[config.mk]
export PLATFORM = sky130hd
export DESIGN_NAME = dotn_mac
export DESIGN_NICKNAME = d
export VERILOG_FILES = /design/src/rtl/dotn_mac.sv
export SDC_FILE = /design/constraint.sdc
export NUM_CORES = 1
export LEC_CHECK = 0
export BUFFER_PORTS_ARGS = -buffer_cell sky130_fd_sc_hd__clkbuf_2
export CORE_UTILIZATION = 50
export DETAILED_ROUTE_END_ITERATION = 7
export PLACE_DENSITY_LB_ADDON = 0.2
export SETUP_SLACK_MARGIN = 0.2
export SLEW_MARGIN = 10
export SYNTH_ARGS = -nofsm -noshare
export SYNTH_HDL_FRONTEND = slang
export SYNTH_SLANG_ARGS = --single-unit
[constraint.sdc]
create_clock -name clk_i -period 8.6 [get_ports clk_i]
set_input_delay 1.29 -clock clk_i [delete_from_list [all_inputs] [get_ports clk_i]]
set_output_delay 1.29 -clock clk_i [all_outputs]
set_load 0.02 [all_outputs]
[src/rtl/dotn_mac.sv]
// dotn_mac: sequential signed fixed-point dot product, one element per cycle.
// The sum is kept at full precision and truncated once (floor) at the end.
// On overflow the result either saturates or wraps, selected by SAT.
//
// state   | meaning
// --------+--------------------------------------------------------------
// S_IDLE  | waiting for start_i; result_o/overflow_o hold the last value
// S_MAC   | accumulate v1[k]*v2[k], k = 0..N-1
// S_FINAL | shift, range-check, then saturate or wrap; write result, pulse done
//
// Ports:
//   clk_i       clock, rising edge
//   rst_ni      asynchronous active-low reset
//   start_i     operation request, accepted only while busy_o = 0
//   accum_i     sampled with start_i: seed the sum with the current result
//   v1_i, v2_i  N packed W-bit two's complement vectors, element i at [i*W +: W]
//   busy_o      operation in progress
//   done_o      one-cycle pulse when result_o/overflow_o are updated
//   result_o    W-bit signed dot product
//   overflow_o  final value was outside the W-bit signed range
module dotn_mac #(
    parameter int N   = 4,
    parameter int W   = 16,
    parameter int F   = 8,
    parameter int SAT = 1
) (
    input  logic           clk_i,
    input  logic           rst_ni,
    input  logic           start_i,
    input  logic           accum_i,
    input  logic [N*W-1:0] v1_i,
    input  logic [N*W-1:0] v2_i,
    output logic           busy_o,
    output logic           done_o,
    output logic [W-1:0]   result_o,
    output logic           overflow_o
);

    // Wide enough that N full-precision products plus a seeded result never overflow.
    localparam int AW = 2*W + $clog2(N) + 1;
    localparam int KW = (N > 1) ? $clog2(N) : 1;

    typedef enum logic [1:0] {
        S_IDLE,
        S_MAC,
        S_FINAL
    } state_t;

    state_t                state_q, state_d;
    logic [KW-1:0]         k_q, k_d;
    logic signed [AW-1:0]  acc_q, acc_d;
    logic [N*W-1:0]        v1_q, v1_d;
    logic [N*W-1:0]        v2_q, v2_d;
    logic [W-1:0]          result_q, result_d;
    logic                  overflow_q, overflow_d;
    logic                  done_q, done_d;

    logic signed [W-1:0]   a_el, b_el;
    logic signed [2*W-1:0] prod;
    logic [AW-1:0]         prod_ext;
    logic [AW-1:0]         seed;
    logic signed [AW-1:0]  s;
    logic [AW-W:0]         s_upper;
    logic                  in_range;

    assign a_el     = v1_q[k_q*W +: W];
    assign b_el     = v2_q[k_q*W +: W];
    assign prod     = a_el * b_el;
    assign prod_ext = {{(AW-2*W){prod[2*W-1]}}, prod};
    assign seed     = {{(AW-W){result_q[W-1]}}, result_q} << F;

    // s fits in W bits only when every bit from the W-1 sign position upwards agrees.
    assign s        = acc_q >>> F;
    assign s_upper  = s[AW-1:W-1];
    assign in_range = (&s_upper) | ~(|s_upper);

    always_comb begin
        state_d    = state_q;
        k_d        = k_q;
        acc_d      = acc_q;
        v1_d       = v1_q;
        v2_d       = v2_q;
        result_d   = result_q;
        overflow_d = overflow_q;
        done_d     = 1'b0;

        unique case (state_q)
            S_IDLE: begin
                if (start_i) begin
                    v1_d    = v1_i;
                    v2_d    = v2_i;
                    k_d     = '0;
                    acc_d   = accum_i ? seed : '0;
                    state_d = S_MAC;
                end
            end
            S_MAC: begin
                acc_d = acc_q + prod_ext;
                k_d   = k_q + KW'(1);
                if (k_q == KW'(N-1)) begin
                    k_d     = '0;
                    state_d = S_FINAL;
                end
            end
            S_FINAL: begin
                overflow_d = ~in_range;
                if (in_range || SAT == 0) begin
                    result_d = s[W-1:0];
                end else if (s[AW-1]) begin
                    result_d = {1'b1, {(W-1){1'b0}}};
                end else begin
                    result_d = {1'b0, {(W-1){1'b1}}};
                end
                done_d  = 1'b1;
                state_d = S_IDLE;
            end
            default: state_d = S_IDLE;
        endcase
    end

    always_ff @(posedge clk_i or negedge rst_ni) begin
        if (!rst_ni) begin
            state_q    <= S_IDLE;
            k_q        <= '0;
            acc_q      <= '0;
            v1_q       <= '0;
            v2_q       <= '0;
            result_q   <= '0;
            overflow_q <= 1'b0;
            done_q     <= 1'b0;
        end else begin
            state_q    <= state_d;
            k_q        <= k_d;
            acc_q      <= acc_d;
            v1_q       <= v1_d;
            v2_q       <= v2_d;
            result_q   <= result_d;
            overflow_q <= overflow_d;
            done_q     <= done_d;
        end
    end

    assign busy_o     = (state_q != S_IDLE);
    assign done_o     = done_q;
    assign result_o   = result_q;
    assign overflow_o = overflow_q;

endmodule
* Word level (Yosys, flattened, before mapping)
Cells that the tools add are included.
** Operators by class
- $add $sub $neg :: 2
- Multiply operators :: 1
- Divide/modulo/power cells :: 0
- $lt $le $gt $ge :: 0
- Eq/ne operators :: 5
- Shift operators :: 2
- Mux-type cells :: 12
- Bitwise operators :: 3
- Reductions and logical operators :: 8
** Operators with widths (count)
- 64-bit by 7-bit indexed part select with 16-bit output :: 2
- 35-bit 2-to-1 mux :: 2
- 35-bit case mux with 2 select lines :: 1
- 35-bit adder :: 1
- 16-bit by 16-bit multiplier with 32-bit output :: 1
- 16-bit 2-to-1 mux :: 2
- 12-bit AND reduction :: 1
- 12-bit OR reduction :: 1
- 2-bit 2-to-1 mux :: 4
- 2-bit case mux with 2 select lines :: 2
- 2-bit AND reduction :: 3
- 2-bit == test (second input constant) :: 2
- 2-bit != test (second input constant) :: 2
- 2-bit nonzero test :: 2
- 2-bit by 1-bit adder with 2-bit output (second input constant) :: 1
- 2-bit by 1-bit == test with 1-bit output (second input constant) :: 1
- 2-bit logical NOT :: 1
- 1-bit NOT :: 2
- 1-bit 2-to-1 mux :: 1
- 1-bit OR :: 1
** Word-level totals
- Register bits after elaboration :: 185
- Bits in latches :: 0
- RAM bits :: 0
- ROM bits :: 0
- Input bits :: 132
- Word-level logic and storage cells :: 41
- Memories kept :: 0

* Longest topological paths before layout
Gate-level depths: netlist (run 1).
- Depth after elaboration :: 4
- Depth in mapped cells :: 42

* Worst setup path after synthesis (run 1)
Ideal clock, no wire load.
- Path type :: reg2reg
- Start :: reg k_q[1]
- End :: reg acc_q[33]
- Setup time :: 0.130 ns
- Arrival :: 9.148 ns
- Data required time :: 8.470 ns
- Setup slack :: -0.678 ns
- Stages on the path, launching flop included :: 41
- Path buffers :: 4
- Period minus slack after synthesis :: 9.278 ns
- Cells stage by stage :: dfrtp_1 clkbuf_1 buf_1 clkbuf_1 mux2i_1 nand2_1 o21ai_1 clkbuf_1 nor2_1 fa_1 inv_1 fa_1 fa_1 inv_1 fa_1 fa_1 inv_1 fa_1 (+5 left out) nand2b_1 a32o_1 o31a_1 o21ai_1 nand2b_1 a31o_1 xor2_1 ha_1 a21o_1 a21oi_1 o21ai_1 a2111o_1 o221ai_1 o2111ai_1 nor3_1 a21oi_1 nor4_1 nor3b_1
** Between the ends
- Cells in the longest elaborated chain, start to end :: 4
- Elaborated cells on any way between the ends :: 5
** Ends and longest elaborated chain
- from (decl) :: line 50 : logic [KW-1:0] k_q, k_d;
- from (signal assigned) :: line 133 : k_q <= k_d;
- 64-bit by 7-bit indexed part select with 16-bit output (on tied branches) :: line 66, 67
- 16-bit by 16-bit multiplier with 32-bit output (*) :: line 68 : assign prod = a_el * b_el;
- 35-bit adder (*) :: line 98 : acc_d = acc_q + prod_ext;
- 35-bit case mux with 2 select lines (*) :: line 87 : unique case (state_q)
- to (signal assigned) :: line 125 : acc_q <= '0;
- to (signal assigned) :: line 134 : acc_q <= acc_d;
- to (decl) :: line 51 : logic signed [AW-1:0] acc_q, acc_d;
Mark *: on every way between the ends. The rest lies on a longest branch, timed or not.
A chain may end at the register's enable or synchronous reset.

* Worst setup path in the final report (run 1)
Ends and elaborated chain as after synthesis.

==> results.sh, run 1 <==
export IMPL_track_usage_pct=27.3
export IMPL_die_area_um2=39700
export IMPL_grt_pass1_vias=16100
export IMPL_hold_path_class="register to register"
export IMPL_grt_pass1_wl_um=83100
export IMPL_die_w_um=199
export IMPL_r2r_setup_slack_ns=-0.12
export IMPL_critPathArrivalTime_ns=9.07
export IMPL_synth_async_reset_ratio_pct=100
export IMPL_overflow=0
export IMPL_die_height_um=199
export IMPL_via_per_inst=5.26
export IMPL_syn_cell_area_um2=19400
export IMPL_grt_max_degree=111
export IMPL_whs_path_depth=2
export IMPL_crit_top_cell="fa_2"
export IMPL_violations="setup timing"
export IMPL_reg2regPathDepth=39
export IMPL_crit_required_ns=8.94
export IMPL_cp_end_kind="register"
export IMPL_final_area_um2=23700
export IMPL_setup_slack_ns=-0.123
export IMPL_wirelength_um=51700
export IMPL_core_um2=37900
export IMPL_max_slew_margin_pct=16.2
export IMPL_ys_warn_count=0
export IMPL_seq_area_frac_synth_pct=23.8
export IMPL_cts_tree="yes"
export IMPL_critPathSlowestCell="fa_2"
export IMPL_report_final_slew_viol_count=0
export IMPL_syn_area_per_cell_um2=8.72
export IMPL_setup_viol=3
export IMPL_status="finished, violations left"
export IMPL_drt_first_iter_violations=841
export IMPL_path_class="register to register"
export IMPL_cts_buffer_depth=2
export IMPL_syn_nets=2748
export IMPL_clock_fmax_ghz=0.115
export IMPL_cpPeakStageDelay_ns=0.55
export IMPL_cts_sinks=185
export IMPL_initial_core_util_pct=51.3
export IMPL_min_to="v2_q[33]"
export IMPL_critPathTopFamily="adder cells"
export IMPL_synthFlopType="dfrtp_1"
export IMPL_r2r_end="acc_q[33]"
export IMPL_hold_viol=0
export IMPL_antenna_cells=0
export IMPL_drv_cap=0
export IMPL_ys_ff_latch=185
export IMPL_rsz0062_at_grt="true"
export IMPL_clock_latency_ns=0.48
export IMPL_antenna_found_initial=0
export IMPL_path_max_fanout=7
export IMPL_fin_crit_ns=8.72
export IMPL_synth_cell_types=60
export IMPL_drtPass1Iterations=5
export IMPL_rows=71
export IMPL_clk_pin_slew_ns=0.07
export IMPL_nets=3047
export IMPL_drc=0
export IMPL_portBuffers=150
export IMPL_vias=16100
export IMPL_worstSetupStartpointType="register"
export IMPL_area_growth_synth_to_final_pct=22.1
export IMPL_place_congestion=0.937
export IMPL_synthCells=2231
export IMPL_layout_worst_path_cycle_share_pct=101
export IMPL_worstReg2RegStart="k_q[1]"
export IMPL_wl_per_cell_um=16.9
export IMPL_drtAntennaViolNets=0
export IMPL_critical_path_buf_inv_count=12
export IMPL_io_pins=151
export IMPL_clockRootBuffer="clkbuf_16"
export IMPL_fin_skew_ns=0.0152
export IMPL_drive_gt1_share_pct=22.5
export IMPL_cts_buffers=17
export IMPL_place_area_um2=22000
export IMPL_h_tree_depth=4
export IMPL_synth_edf_count=0
export IMPL_tightestPinTransition_ns=1.25
export IMPL_hpwl_um=40700
export IMPL_hold_start="v2_q[33]"
export IMPL_ctsHoldBuffers=0
## Yosys cell counts (2+ instances only)
library cell	n	area share, %
a21oi_1	79	2.0
a211o_1	4	0.18
and2_1	35	1.1
mux2_2	22	1.3
dfrtp_1	185	24
o31ai_1	6	0.23
xor2_1	20	0.90
nand2_1	581	11
o21bai_1	12	0.46
ha_1	122	7.9
a31oi_1	14	0.45
clkbuf_1	89	1.7
o31a_1	3	0.14
and3_1	4	0.13
a221oi_1	2	0.090
nand4_1	9	0.29
o21ai_1	22	0.57
buf_1	7	0.14
o2111ai_1	2	0.090
mux2i_1	22	1.1
a211oi_1	10	0.39
nand2b_1	21	0.68
inv_1	320	6.2
o22ai_1	2	0.064
o21ai_0	49	1.3
nor3_1	7	0.18
mux4_2	10	1.2
or3_1	3	0.097
o21a_1	22	0.85
nand3_1	35	0.90
a21o_1	26	1.0
nor2b_1	15	0.48
nor2_1	138	2.7
fa_1	263	27
nor4_1	5	0.16
xnor2_1	41	1.8
## layout make-up
cell class              count  area [um2]
fillers                  3264       14200
clock inverters            14         134
clock buffers              18         439
flip-flops and latches    185        4630
inverters                 320        1200
repair buffers            376        2740
multi-input cells        1630       13900
well taps                 511         639
## through the flow
stage	instances	setup TNS (ns)	hold slack (ns)	util (%)	setup slack [ns]
2_1_floorplan	2231	0	0.440	-	0.218
3_3_place_gp	2977	-0.0777	0.453	57.9	-0.0338
3_5_place_dp	2977	-1.09	0.460	57.9	-0.280
4_1_cts	3044	-0.0547	0.479	61.3	-0.0547
5_1_grt	3054	-2.08	0.496	62.6	-0.400
6_report	3054	-0.227	0.473	62.6	-0.123
## what timing repair did
action                                  4_1_cts  5_1_grt
pin swaps                                    14       61
resized for setup                            85       97
endpoints found under the setup margin       10       17
buffers inserted                             32       10
gates cloned                                  3        0
## worst reg2reg max path, delay by kind of cell, from the launching register on
family,cells,cell delay (ns)
buffers and inverters,12,1.14
and+or+nand+nor,5,0.73
xor gates and xnor gates,1,0.15
AOI/OAI and AO/OA,12,2.27
adders and majority gates,8,3.61
DFF,1,0.41
muxes,1,0.31
## kinds of logic (layout without fill, tap and decap cells)
family                   Yosys count  count (layout)  synth area share (%)
flip-flops                       185             185                  23.8
multiplexers                      54              54                  3.56
AND/OR/NAND/NOR                  860             860                  18.2
AO/OA/AOI/OAI                    269             269                  8.58
adder cells (fa/ha/maj)          385             385                  34.9
XOR/XNOR                          62              62                  2.87
buffers and inverters            416             728                  8.03
## sequential cells by signal, indices dropped and copies added (netlist names)
signal,flops
state_q,2
result_o,16
k_q,2
v2_q,64
v1_q,64
overflow_o,1
acc_q,35
done_o,1
## cell usage in the layout, fill, tap and decap left out, types with 26 or more instances in the layout
| cell | instances |
|---|---|
| o21ai_0 | 40 |
| xnor2_1 | 39 |
| fa_1 | 252 |
| a21o_1 | 26 |
| and2_1 | 33 |
| a21oi_1 | 62 |
| buf_4 | 196 |
| clkbuf_2 | 149 |
| inv_1 | 301 |
| nand3_1 | 34 |
| nor2_1 | 133 |
| ha_1 | 107 |
| nand2_1 | 573 |
| dfrtp_1 | 183 |
## layer usage
layer  up-vias  part of all wire (%)  track usage, %
met5         -                     0               0
met4         0                   2.0            7.58
met3        56                   4.5            3.41
met2       352                    49            45.0
met1      8093                    44            38.0
li1       7574                     -               -
## worst max-delay path by stage
stage | start | to | cells after the start
after floorplan | k_q[0] | acc_q[33] | 38
after global placement | k_q[0] | acc_q[34] | 33
after detailed placement | k_q[1] | acc_q[33] | 39
after CTS | k_q[1] | acc_q[33] | 41
after global routing | k_q[1] | acc_q[33] | 40
final | k_q[1] | acc_q[33] | 39
Power of run 1 is not shown: default switching activity piles up to over one toggle a cycle in this logic, so the estimate is an artifact.
==> run 2: changes to the inputs <==
Settings changed: SKIP_LAST_GASP from default to 1.
==> run 2 against run 1 <==
  * The flow still finishes with violations (setup timing)
  * Final cell count unchanged
  * Critical path depth unchanged
  * Global-route usage about the same
  * Clock skew up 0.00087 ns
  * First-iteration DRC count up 5.1%
  * Maximum frequency about the same
==> results.sh, run 2 (same netlist as run 1, synthesis figures left out) <==
export IMPL_final_cell_mix="573 x nand2_1, 301 x inv_1, 252 x fa_1, 198 x buf_4, 183 x dfrtp_1"
export IMPL_cpPeakStageDelay_ns=0.55
export IMPL_hpwl_um=40700
export IMPL_use_met2_pct=45.0
export IMPL_grt_pass1_wl_um=83100
export IMPL_fin_crit_ns=8.72
export IMPL_drtPass1Iterations=5
export IMPL_h_tree_depth=4
export IMPL_core_um2=37900
export IMPL_clockRootBuffer="clkbuf_16"
export IMPL_die_height_um=199
export IMPL_reg_largest_list="v1_q: 64 flops, v2_q: 64 flops, acc_q: 35 flops"
export IMPL_cts_buffer_depth=2
export IMPL_status="finished, violations left"
export IMPL_clk_pin_slew_ns=0.07
export IMPL_clock_latency_ns=0.48
export IMPL_max_slew_margin_pct=15.0
export IMPL_overflow=0
export IMPL_fillers=3269
export IMPL_via_per_inst=5.29
export IMPL_r2r_end="acc_q[33]"
export IMPL_drv_cap=0
export IMPL_report_final_slew_viol_count=0
export IMPL_hold_viol=0
export IMPL_track_usage_pct=27.3
export IMPL_finalNonFillerCells=3054
export IMPL_r2r_setup_slack_ns=-0.12
export IMPL_die_w_um=199
export IMPL_cp_end_kind="register"
export IMPL_vias=16200
export IMPL_violations="setup timing"
export IMPL_crit_top_cell="fa_2"
export IMPL_cts_buffers=17
export IMPL_rows=71
export IMPL_io_pins=151
export IMPL_fin_skew_ns=0.0161
export IMPL_clock_fmax_ghz=0.115
export IMPL_drt_first_iter_violations=884
export IMPL_tightestPinTransition_ns=1.27
export IMPL_portBuffers=150
export IMPL_path_class="register to register"
export IMPL_fin_util_pct=62.5
export IMPL_grt_pass1_vias=16100
export IMPL_die_area_um2=39700
export IMPL_critPathSlowestCell="fa_2"
export IMPL_path_max_fanout=7
export IMPL_area_growth_synth_to_final_pct=21.9
export IMPL_critPathCapture="acc_q[33]"
export IMPL_drc=0
export IMPL_hold_path_class="register to register"
export IMPL_crit_required_ns=8.94
export IMPL_cts_sinks=185
export IMPL_worstSetupStartpointType="register"
export IMPL_cts_tree="yes"
export IMPL_hold_ws_ns=0.473
export IMPL_place_congestion=0.937
export IMPL_drtAntennaViolNets=0
export IMPL_critPathArrivalTime_ns=9.06
export IMPL_drive_gt1_share_pct=22.3
export IMPL_gr_usage_met1_pct=38.1
export IMPL_final_common_cell="nand2_1"
export IMPL_use_met3_pct=3.41
export IMPL_grt_most_used_layer="met2"
export IMPL_worstReg2RegStart="k_q[1]"
export IMPL_setup_slack_ns=-0.118
export IMPL_wl_per_cell_um=17.0
export IMPL_wirelength_um=51800
export IMPL_layout_worst_path_cycle_share_pct=101
export IMPL_antenna_cells=0
export IMPL_initial_core_util_pct=51.3
export IMPL_place_inst=2977
export IMPL_nets=3047
export IMPL_setup_viol=3
export IMPL_antenna_found_initial=0
export IMPL_reg2regPathDepth=39
export IMPL_rsz0062_at_grt="true"
export IMPL_post_place_ws_ns=-0.280
export IMPL_grt_max_degree=111
export IMPL_startpoint="k_q[1]"
[run 2: critical path, delay by kind of cell, from the launching register on]
kind / cells / cell delay [ns]
multiplexers: 1 / 0.31
AND/OR/NAND/NOR: 5 / 0.72
flip-flops: 1 / 0.41
adder cells (fa/ha/maj): 8 / 3.61
XOR/XNOR: 1 / 0.15
AO/OA/AOI/OAI: 12 / 2.26
buffers and inverters: 12 / 1.12
[run 2: layout make-up]
| type | instances | area [um2] | share of cell area [%] |
|---|---|---|---|
| Clock buffer | 18 | 439 | 1.85 |
| Timing Repair Buffer | 376 | 2730 | 11.5 |
| Multi-Input combinational cell | 1630 | 13900 | 58.7 |
| Tap cell | 511 | 639 | 2.70 |
| Clock inverter | 14 | 134 | 0.565 |
| Inverter | 320 | 1200 | 5.08 |
| Sequential cell | 185 | 4630 | 19.5 |
[run 2: repair_timing]
item / CTS / global route
gates cloned: 3 / 0
hold buffers: 0 / 0
setup endpoints to repair: 10 / 17
buffers inserted: 32 / 10
gates resized for setup: 85 / 90
hold endpoints to repair: 0 / 0
pin swaps: 12 / 56
[run 2: per-stage QoR]
step	instance area, um2	TNS (ns)
after floorplan	19500	0
after global placement	22000	-0.0777
after detailed placement	22000	-1.09
after CTS	23300	-0.0625
after global routing	23700	-2.14
final	23700	-0.200
[run 2: worst min path at each step]
stage                        start       end  slack, ns  cells past startpoint
after floorplan           v1_q[32]  v1_q[32]       0.44                      2
after global placement    v2_q[32]  v2_q[32]       0.45                      2
after detailed placement   v1_q[4]   v1_q[4]       0.46                      2
after CTS                  v1_q[4]   v1_q[4]       0.48                      2
after global routing      v1_q[31]  v1_q[31]       0.50                      2
final                     v2_q[33]  v2_q[33]       0.47                      2
[run 2: per-layer routing]
| metal | part of all wire, % | routed length [um] |
|---|---|---|
| met5 | 0 | 0 |
| met4 | 2.1 | 1080 |
| met3 | 4.3 | 2200 |
| met2 | 49 | 25500 |
| met1 | 44 | 23000 |
Power of run 2 is left out for the same reason.
